## src/rtl/mem_bus_pkg.sv

```systemverilog
`default_nettype none
// ============================================================================
// Module   : mem_bus_pkg
// Purpose  : Shared encodings and helpers for the memory bus interface.
// Revision : 1.0 - initial release
// ============================================================================
package mem_bus_pkg;

    localparam logic [1:0] SZ_BYTE  = 2'b00;
    localparam logic [1:0] SZ_HALF  = 2'b01;
    localparam logic [1:0] SZ_WORD  = 2'b10;
    localparam logic [1:0] SZ_DWORD = 2'b11;

    localparam logic [1:0] ERR_NONE     = 2'b00;
    localparam logic [1:0] ERR_MISALIGN = 2'b01;
    localparam logic [1:0] ERR_TIMEOUT  = 2'b10;
    localparam logic [1:0] ERR_SIZE     = 2'b11;

    typedef enum logic [1:0] {
        ST_IDLE   = 2'd0,
        ST_ACCESS = 2'd1,
        ST_RESP   = 2'd2,
        ST_FAULT  = 2'd3
    } state_e;

    function automatic int lane_off_w(input int data_w);
        return $clog2(data_w / 8);
    endfunction

endpackage
`default_nettype wire

```

## src/rtl/mem_lane_align.sv

```systemverilog
`default_nettype none
// ============================================================================
// Module   : mem_lane_align
// Purpose  : Byte-enable generation, store replication and load extract/extend.
// Revision : 1.0 - initial release
// ============================================================================
module mem_lane_align
    import mem_bus_pkg::*;
#(
    parameter int  DATA_W = 32,
    localparam int BE_W   = DATA_W / 8,
    localparam int OFF_W  = lane_off_w(DATA_W)
)(
    input  logic [1:0]        size_i,
    input  logic              sign_i,
    input  logic [OFF_W-1:0]  off_i,
    input  logic [DATA_W-1:0] wdata_i,
    input  logic [DATA_W-1:0] rdata_i,
    output logic [BE_W-1:0]   be_o,
    output logic [DATA_W-1:0] wdata_o,
    output logic [DATA_W-1:0] rdata_o
);

    logic [BE_W-1:0]   mask;
    logic [DATA_W-1:0] shifted;
    logic [DATA_W-1:0] keep;
    logic              top;

    always_comb begin
        mask    = '1;
        wdata_o = wdata_i;
        keep    = '1;
        top     = 1'b0;
        shifted = rdata_i >> {off_i, 3'b000};
        case (size_i)
            SZ_BYTE: begin
                mask    = BE_W'(1'b1);
                wdata_o = {BE_W{wdata_i[7:0]}};
                keep    = DATA_W'(8'hFF);
                top     = shifted[7];
            end
            SZ_HALF: begin
                mask    = BE_W'(2'b11);
                wdata_o = {(DATA_W/16){wdata_i[15:0]}};
                keep    = DATA_W'(16'hFFFF);
                top     = shifted[15];
            end
            SZ_WORD: begin
                mask    = BE_W'(4'hF);
                wdata_o = {(DATA_W/32){wdata_i[31:0]}};
                keep    = DATA_W'(32'hFFFF_FFFF);
                top     = shifted[31];
            end
            default: ;
        endcase
        be_o = mask << off_i;
        // Full-width accesses have keep all ones, so the fill term vanishes.
        rdata_o = (shifted & keep) | ((sign_i && top) ? ~keep : '0);
    end

endmodule
`default_nettype wire

```

## src/rtl/mem_bus_if.sv

```systemverilog
`default_nettype none
// ============================================================================
// Module   : mem_bus_if
// Purpose  : Request/done memory bus front end with lane steering and timeout.
// Revision : 1.0 - initial release
// ============================================================================
module mem_bus_if
    import mem_bus_pkg::*;
#(
    parameter int  DATA_W  = 32,
    parameter int  ADDR_W  = 32,
    parameter int  TIMEOUT = 255,
    localparam int BE_W    = DATA_W / 8,
    localparam int OFF_W   = lane_off_w(DATA_W)
)(
    input  logic              clk,
    input  logic              rst,
    input  logic              req_i,
    input  logic              wr_i,
    input  logic [1:0]        size_i,
    input  logic              sign_i,
    input  logic [ADDR_W-1:0] addr_i,
    input  logic [DATA_W-1:0] wdata_i,
    output logic [DATA_W-1:0] rdata_o,
    output logic              done_o,
    output logic              err_o,
    output logic [1:0]        err_code_o,
    output logic              busy_o,
    output logic              mem_cs_o,
    output logic              mem_we_o,
    output logic              mem_oe_o,
    output logic [ADDR_W-1:0] mem_addr_o,
    output logic [BE_W-1:0]   mem_be_o,
    output logic [DATA_W-1:0] mem_wdata_o,
    input  logic [DATA_W-1:0] mem_rdata_i,
    input  logic              mem_ready_i
);

    localparam logic [15:0] TMO_LAST = 16'(TIMEOUT - 1);

    state_e            state_q, state_d;
    logic [15:0]       cnt_q, cnt_d;
    logic [1:0]        size_q, size_d;
    logic              sign_q, sign_d;
    logic [OFF_W-1:0]  off_q, off_d;
    logic [DATA_W-1:0] rdata_q, rdata_d;
    logic              done_q, done_d;
    logic              err_q, err_d;
    logic [1:0]        code_q, code_d;
    logic              cs_q, cs_d;
    logic              we_q, we_d;
    logic              oe_q, oe_d;
    logic [ADDR_W-1:0] maddr_q, maddr_d;
    logic [BE_W-1:0]   be_q, be_d;
    logic [DATA_W-1:0] mwdata_q, mwdata_d;

    logic              is_idle;
    logic              misaligned;
    logic              illegal;
    logic              leave;
    logic [1:0]        lane_size;
    logic [OFF_W-1:0]  lane_off;
    logic [BE_W-1:0]   lane_be;
    logic [DATA_W-1:0] lane_wdata;
    logic [DATA_W-1:0] lane_rdata;

    // The single lane block serves the request inputs at accept time and the
    // latched request while the access is in flight.
    assign is_idle   = (state_q == ST_IDLE);
    assign lane_size = is_idle ? size_i : size_q;
    assign lane_off  = is_idle ? addr_i[OFF_W-1:0] : off_q;

    mem_lane_align #(
        .DATA_W (DATA_W)
    ) u_lane (
        .size_i  (lane_size),
        .sign_i  (sign_q),
        .off_i   (lane_off),
        .wdata_i (wdata_i),
        .rdata_i (mem_rdata_i),
        .be_o    (lane_be),
        .wdata_o (lane_wdata),
        .rdata_o (lane_rdata)
    );

    always_comb begin
        case (size_i)
            SZ_HALF:  misaligned = addr_i[0];
            SZ_WORD:  misaligned = |addr_i[1:0];
            SZ_DWORD: misaligned = |addr_i[2:0];
            default:  misaligned = 1'b0;
        endcase
    end

    assign illegal = (size_i == SZ_DWORD) && (DATA_W == 32);
    assign leave   = mem_ready_i || (cnt_q == TMO_LAST);

    always_comb begin
        state_d  = state_q;
        cnt_d    = cnt_q;
        size_d   = size_q;
        sign_d   = sign_q;
        off_d    = off_q;
        rdata_d  = rdata_q;
        done_d   = 1'b0;
        err_d    = 1'b0;
        code_d   = code_q;
        cs_d     = cs_q;
        we_d     = we_q;
        oe_d     = oe_q;
        maddr_d  = maddr_q;
        be_d     = be_q;
        mwdata_d = mwdata_q;
        case (state_q)
            ST_IDLE: begin
                if (req_i) begin
                    size_d = size_i;
                    sign_d = sign_i;
                    off_d  = addr_i[OFF_W-1:0];
                    if (illegal) begin
                        state_d = ST_FAULT;
                        err_d   = 1'b1;
                        code_d  = ERR_SIZE;
                    end else if (misaligned) begin
                        state_d = ST_FAULT;
                        err_d   = 1'b1;
                        code_d  = ERR_MISALIGN;
                    end else begin
                        state_d  = ST_ACCESS;
                        cnt_d    = '0;
                        code_d   = ERR_NONE;
                        cs_d     = 1'b1;
                        we_d     = wr_i;
                        oe_d     = !wr_i;
                        maddr_d  = {addr_i[ADDR_W-1:OFF_W], {OFF_W{1'b0}}};
                        be_d     = lane_be;
                        mwdata_d = lane_wdata;
                    end
                end
            end
            ST_ACCESS: begin
                if (mem_ready_i) begin
                    state_d = ST_RESP;
                    done_d  = 1'b1;
                    if (oe_q) begin
                        rdata_d = lane_rdata;
                    end
                end else if (cnt_q == TMO_LAST) begin
                    state_d = ST_FAULT;
                    err_d   = 1'b1;
                    code_d  = ERR_TIMEOUT;
                end else begin
                    cnt_d = cnt_q + 16'd1;
                end
                if (leave) begin
                    cs_d     = 1'b0;
                    we_d     = 1'b0;
                    oe_d     = 1'b0;
                    maddr_d  = '0;
                    be_d     = '0;
                    mwdata_d = '0;
                end
            end
            default: state_d = ST_IDLE;
        endcase
    end

    always_ff @(posedge clk or posedge rst) begin
        if (rst) begin
            state_q  <= ST_IDLE;
            cnt_q    <= '0;
            size_q   <= '0;
            sign_q   <= 1'b0;
            off_q    <= '0;
            rdata_q  <= '0;
            done_q   <= 1'b0;
            err_q    <= 1'b0;
            code_q   <= '0;
            cs_q     <= 1'b0;
            we_q     <= 1'b0;
            oe_q     <= 1'b0;
            maddr_q  <= '0;
            be_q     <= '0;
            mwdata_q <= '0;
        end else begin
            state_q  <= state_d;
            cnt_q    <= cnt_d;
            size_q   <= size_d;
            sign_q   <= sign_d;
            off_q    <= off_d;
            rdata_q  <= rdata_d;
            done_q   <= done_d;
            err_q    <= err_d;
            code_q   <= code_d;
            cs_q     <= cs_d;
            we_q     <= we_d;
            oe_q     <= oe_d;
            maddr_q  <= maddr_d;
            be_q     <= be_d;
            mwdata_q <= mwdata_d;
        end
    end

    assign rdata_o     = rdata_q;
    assign done_o      = done_q;
    assign err_o       = err_q;
    assign err_code_o  = code_q;
    assign busy_o      = !is_idle;
    assign mem_cs_o    = cs_q;
    assign mem_we_o    = we_q;
    assign mem_oe_o    = oe_q;
    assign mem_addr_o  = maddr_q;
    assign mem_be_o    = be_q;
    assign mem_wdata_o = mwdata_q;

endmodule
`default_nettype wire

```

## config.mk

```make
export PLATFORM = sky130hd
export DESIGN_NAME = mem_bus_if
export DESIGN_NICKNAME = d
export VERILOG_FILES = /design/src/rtl/mem_bus_pkg.sv /design/src/rtl/mem_lane_align.sv /design/src/rtl/mem_bus_if.sv
export SDC_FILE = /design/constraint.sdc
export NUM_CORES = 1
export LEC_CHECK = 0
export ABC_CLOCK_PERIOD_IN_PS = 10490
export CORE_ASPECT_RATIO = 1.5
export CORE_MARGIN = 5
export CORE_UTILIZATION = 49
export DETAILED_ROUTE_END_ITERATION = 10
export MAX_ROUTING_LAYER = met4
export PLACE_DENSITY = 0.95
export SYNTH_ARGS = -nofsm -noshare
export SYNTH_HDL_FRONTEND = slang
export SYNTH_HIERARCHICAL = 1
export SYNTH_SLANG_ARGS = --single-unit
```

## constraint.sdc

```tcl
create_clock -name clk -period 10.49 [get_ports clk]
set_input_delay 1.049 -clock clk [delete_from_list [all_inputs] [get_ports clk]]
set_output_delay 1.049 -clock clk [all_outputs]
set_load 0.02 [all_outputs]
```

==> run_results.csv <==
group,metric,value,unit
outcome,status,"complete, no violations",
timing,hold_violations,0,
floorplanning,die_h,148,µm
clocking,clk_latency,0.41,ns
run,cap_violations,0,
clocking,cts_hold_buf,0,
critical_path,crit_path_frequent_cell,"mux2_2",
drt,wl,19000,µm
layout,diodes,0,
critical_path,critical-path-top-delay-family,"multiplexers",
timing,setup_violations,0,
grt,grt_remaining_overflow,0,
clocking,ctsLongestPathBuffers,2,
critical_path,max_stage_delay,0.81,ns
synth,ys_types,55,
place,post-dp-hpwl,13400,µm
drt,detail-route-antenna-nets,0,
clocking,cts-buffers-inserted,17,
power_and_ir_drop,intPower,1.75,mW
layout,syn_to_final_growth,42.7,%
synth,yosys_most_used_dff,"dfrtp_1",
drt,firstDrtPassIters,5,
grt,antenna_found_initial,0,
critical_path,required,10.79,ns
clocking,cts_repair_resize_count,0,
critical_path,worstPathCellList,"clkdlybuf4s50_1 -> mux2_2 -> mux2i_1 -> o31ai_1 -> o211ai_4 -> o21ai_0 -> mux2_2",
critical_path,path_class,"in2reg",
synth,synth_warnings,6,
layout,instances_no_fill,900,
clocking,htreeDepth,4,
synth,async_flop_share,1.00,
timing,drv_slew,0,
critical_path,worst_path_max_delay_cell,"mux2_2",
place,dp_cells,868,
timing,period_share,0.344,
synth,syn_area_per_cell,11.5,µm²
synth,synth_edf_count,0,
clocking,path_clk_slew,0.06,ns
drt,routedWlPerCell,21.1,µm
timing,setup-tns-final,0,ns
critical_path,startpoint_type,"input port",
power_and_ir_drop,vdd_drop_max,0.000168,V
layout,num-nets-final,837,
layout,utilization,0.714,
power_and_ir_drop,sw_frac_of_total,0.395,
place,gp_congestion,0.924,
layout,seqCellArea,3200,µm²
place,port_buffers,209,
timing,fin_skew,0.00977,ns
drt,drtIter0Drc,313,
critical_path,crit_buf_inv,1,
grt,grt_max_degree,76,
clocking,clock-sinks,128,
grt,grt_pass1_vias,5516,
drt,drc,0,
power_and_ir_drop,clkPwrFrac,0.210,
layout,num-fill-cells,860,
timing,maxSlewHeadroom,0.363,
timing,fmax,0.277,GHz
critical_path,worstSetupEndpointType,"register",
floorplanning,chipWidth,102,µm
synth,yosysSeqAreaShare,0.512,
grt,grt_first_pass_wirelength,29900,µm
floorplanning,design.die.area,15200,µm²
layout,drive_gt1_frac,0.144,
layout,multi_input_area,2760,µm²
timing,holdWs,0.493,ns
floorplanning,num_rows,50,
grt,grt_use_total,0.263,
synth,synthCells,546,
power_and_ir_drop,seqPwrFrac,0.285,
critical_path,worstPathMaxFanout,39,
power_and_ir_drop,p_switching,1.14,mW
power_and_ir_drop,leakagePower,3.86,nW
floorplanning,coreArea,12500,µm²
hold_path,hold_path.class,"reg2reg",
timing,tightest_slew,0.955,ns
clocking,cts_setup_buffers,0,
drt,vias,5292,
clocking,cts_root_buffer,"clkbuf_16",
power_and_ir_drop,power_density,324,nW/µm²
clocking,tritoncts,"done",
synth,synth_area,6260,µm²
layout,finalInstanceArea,8930,µm²
drt,drt-vias-per-instance,5.88,
power_and_ir_drop,combPwrFrac,0.505,
floorplanning,io_pins,212,
synth,ys_ff_latch,128,
timing,fin_crit,3.61,ns
place,placed_area,8310,µm²
critical_path,critPathArrivalTime,3.92,ns
timing,rsz0062_at_grt,"false",
floorplanning,start_util,0.500,
==> area by class of cell <==
class	instances	share of cell area
flip-flops and latches	128	0.359
clock buffers	20	0.0511
clock inverters	12	0.0179
multi-input cells	364	0.309
inverters	7	0.00322
well taps	156	0.0219
repair buffers	213	0.238
==> layer usage <==
metal,track usage,share of wire,up-vias
li1,-,-,2380
met1,0.304,0.37,2597
met2,0.445,0.53,271
met3,0.0465,0.067,44
met4,0.110,0.035,0
met5,-,0,-
==> cell families (layout without fill, tap and decap cells) <==
logic type | after synthesis | in the layout | synth area share
xor gates and xnor gates | 7 | 7 | 0.00980
muxes | 83 | 83 | 0.145
other | 1 | 2 | 0.000599
AOI/OAI and AO/OA | 158 | 158 | 0.185
adders and majority gates | 2 | 2 | 0.00400
buffers and inverters | 55 | 252 | 0.0478
and+or+nand+nor | 112 | 112 | 0.0962
DFF | 128 | 128 | 0.512
==> layout by cell type (no fill, tap or decap), types with 3 or more instances in the layout <==
cell type,instances
clkbuf_16,17
a21oi_1,27
a211oi_1,10
a22o_1,67
nand3_1,4
bufinv_16,3
or3_1,7
buf_4,4
xnor2_1,5
clkinv_4,4
mux2i_1,25
nor4b_1,3
nand2b_1,7
nand2_1,37
dfrtp_1,128
clkdlybuf4s50_1,209
mux2_2,57
o21ai_0,33
nor2b_1,11
and4_1,3
nor2_1,20
nand4_1,5
clkinvlp_4,4
inv_1,6
==> Yosys cell counts, types with 10 or more instances <==
library cell / n / area share
dfrtp_1: 128 / 0.51
a22o_1: 67 / 0.094
mux2_2: 57 / 0.10
nand2_1: 37 / 0.022
o21ai_0: 33 / 0.026
a21oi_1: 27 / 0.022
mux2i_1: 25 / 0.040
nor2_1: 20 / 0.012
clkbuf_1: 19 / 0.011
buf_4: 13 / 0.016
buf_2: 11 / 0.0088
nor2b_1: 11 / 0.011
a211oi_1: 10 / 0.012
==> power groups by stage <==
stage	registers (mW)	logic (mW)	clock network, mW
floorplan	1.01	0.701	0
global placement	0.813	1.41	0
detailed placement	0.824	1.45	0
CTS	0.821	1.47	0.617
global route	0.846	1.56	0.640
finish	0.824	1.46	0.608
==> flip-flops by register name, indices dropped and copies added (netlist names) <==
| name | cells |
|---|---|
| off_q | 2 |
| state_q | 2 |
| mem_wdata_o | 32 |
| sign_q | 1 |
| mem_oe_o | 1 |
| err_o | 1 |
| done_o | 1 |
| rdata_o | 32 |
| err_code_o | 2 |
| size_q | 2 |
| cnt_q | 16 |
| mem_cs_o | 1 |
| mem_be_o | 4 |
| mem_we_o | 1 |
| mem_addr_o | 30 |
==> stage by stage <==
stage,worst slack (ns),power [mW]
after global placement,6.71,2.22
after floorplan,6.03,1.71
after detailed placement,6.55,2.28
final,6.88,2.89
after global routing,6.72,3.04
after CTS,6.93,2.91
==> final timing paths <==
path / startpoint / endpoint / slack (ns) / cells past startpoint
worst max-delay path: addr_i[0] / rdata_o[16] / 6.88 / 7
worst min-delay path: mem_cs_o / mem_cs_o / 0.49 / 1
worst max register to register: state_q[0] / rdata_o[16] / 7.07 / 7
worst min register to register: mem_cs_o / mem_cs_o / 0.49 / 1
max in group asynchronous: rst / cnt_q[7] / 7.98 / 3
min in group asynchronous: rst / mem_addr_o[15] / 1.09 / 2
==> worst register-to-register path: cells and delay by family, from the launching register on <==
kind	cells	cell delay, ns
AND/OR/NAND/NOR	1	0.40
AO/OA/AOI/OAI	3	0.85
multiplexers	3	1.58
flip-flops	1	0.49
Power figures use the tool's default switching activity.
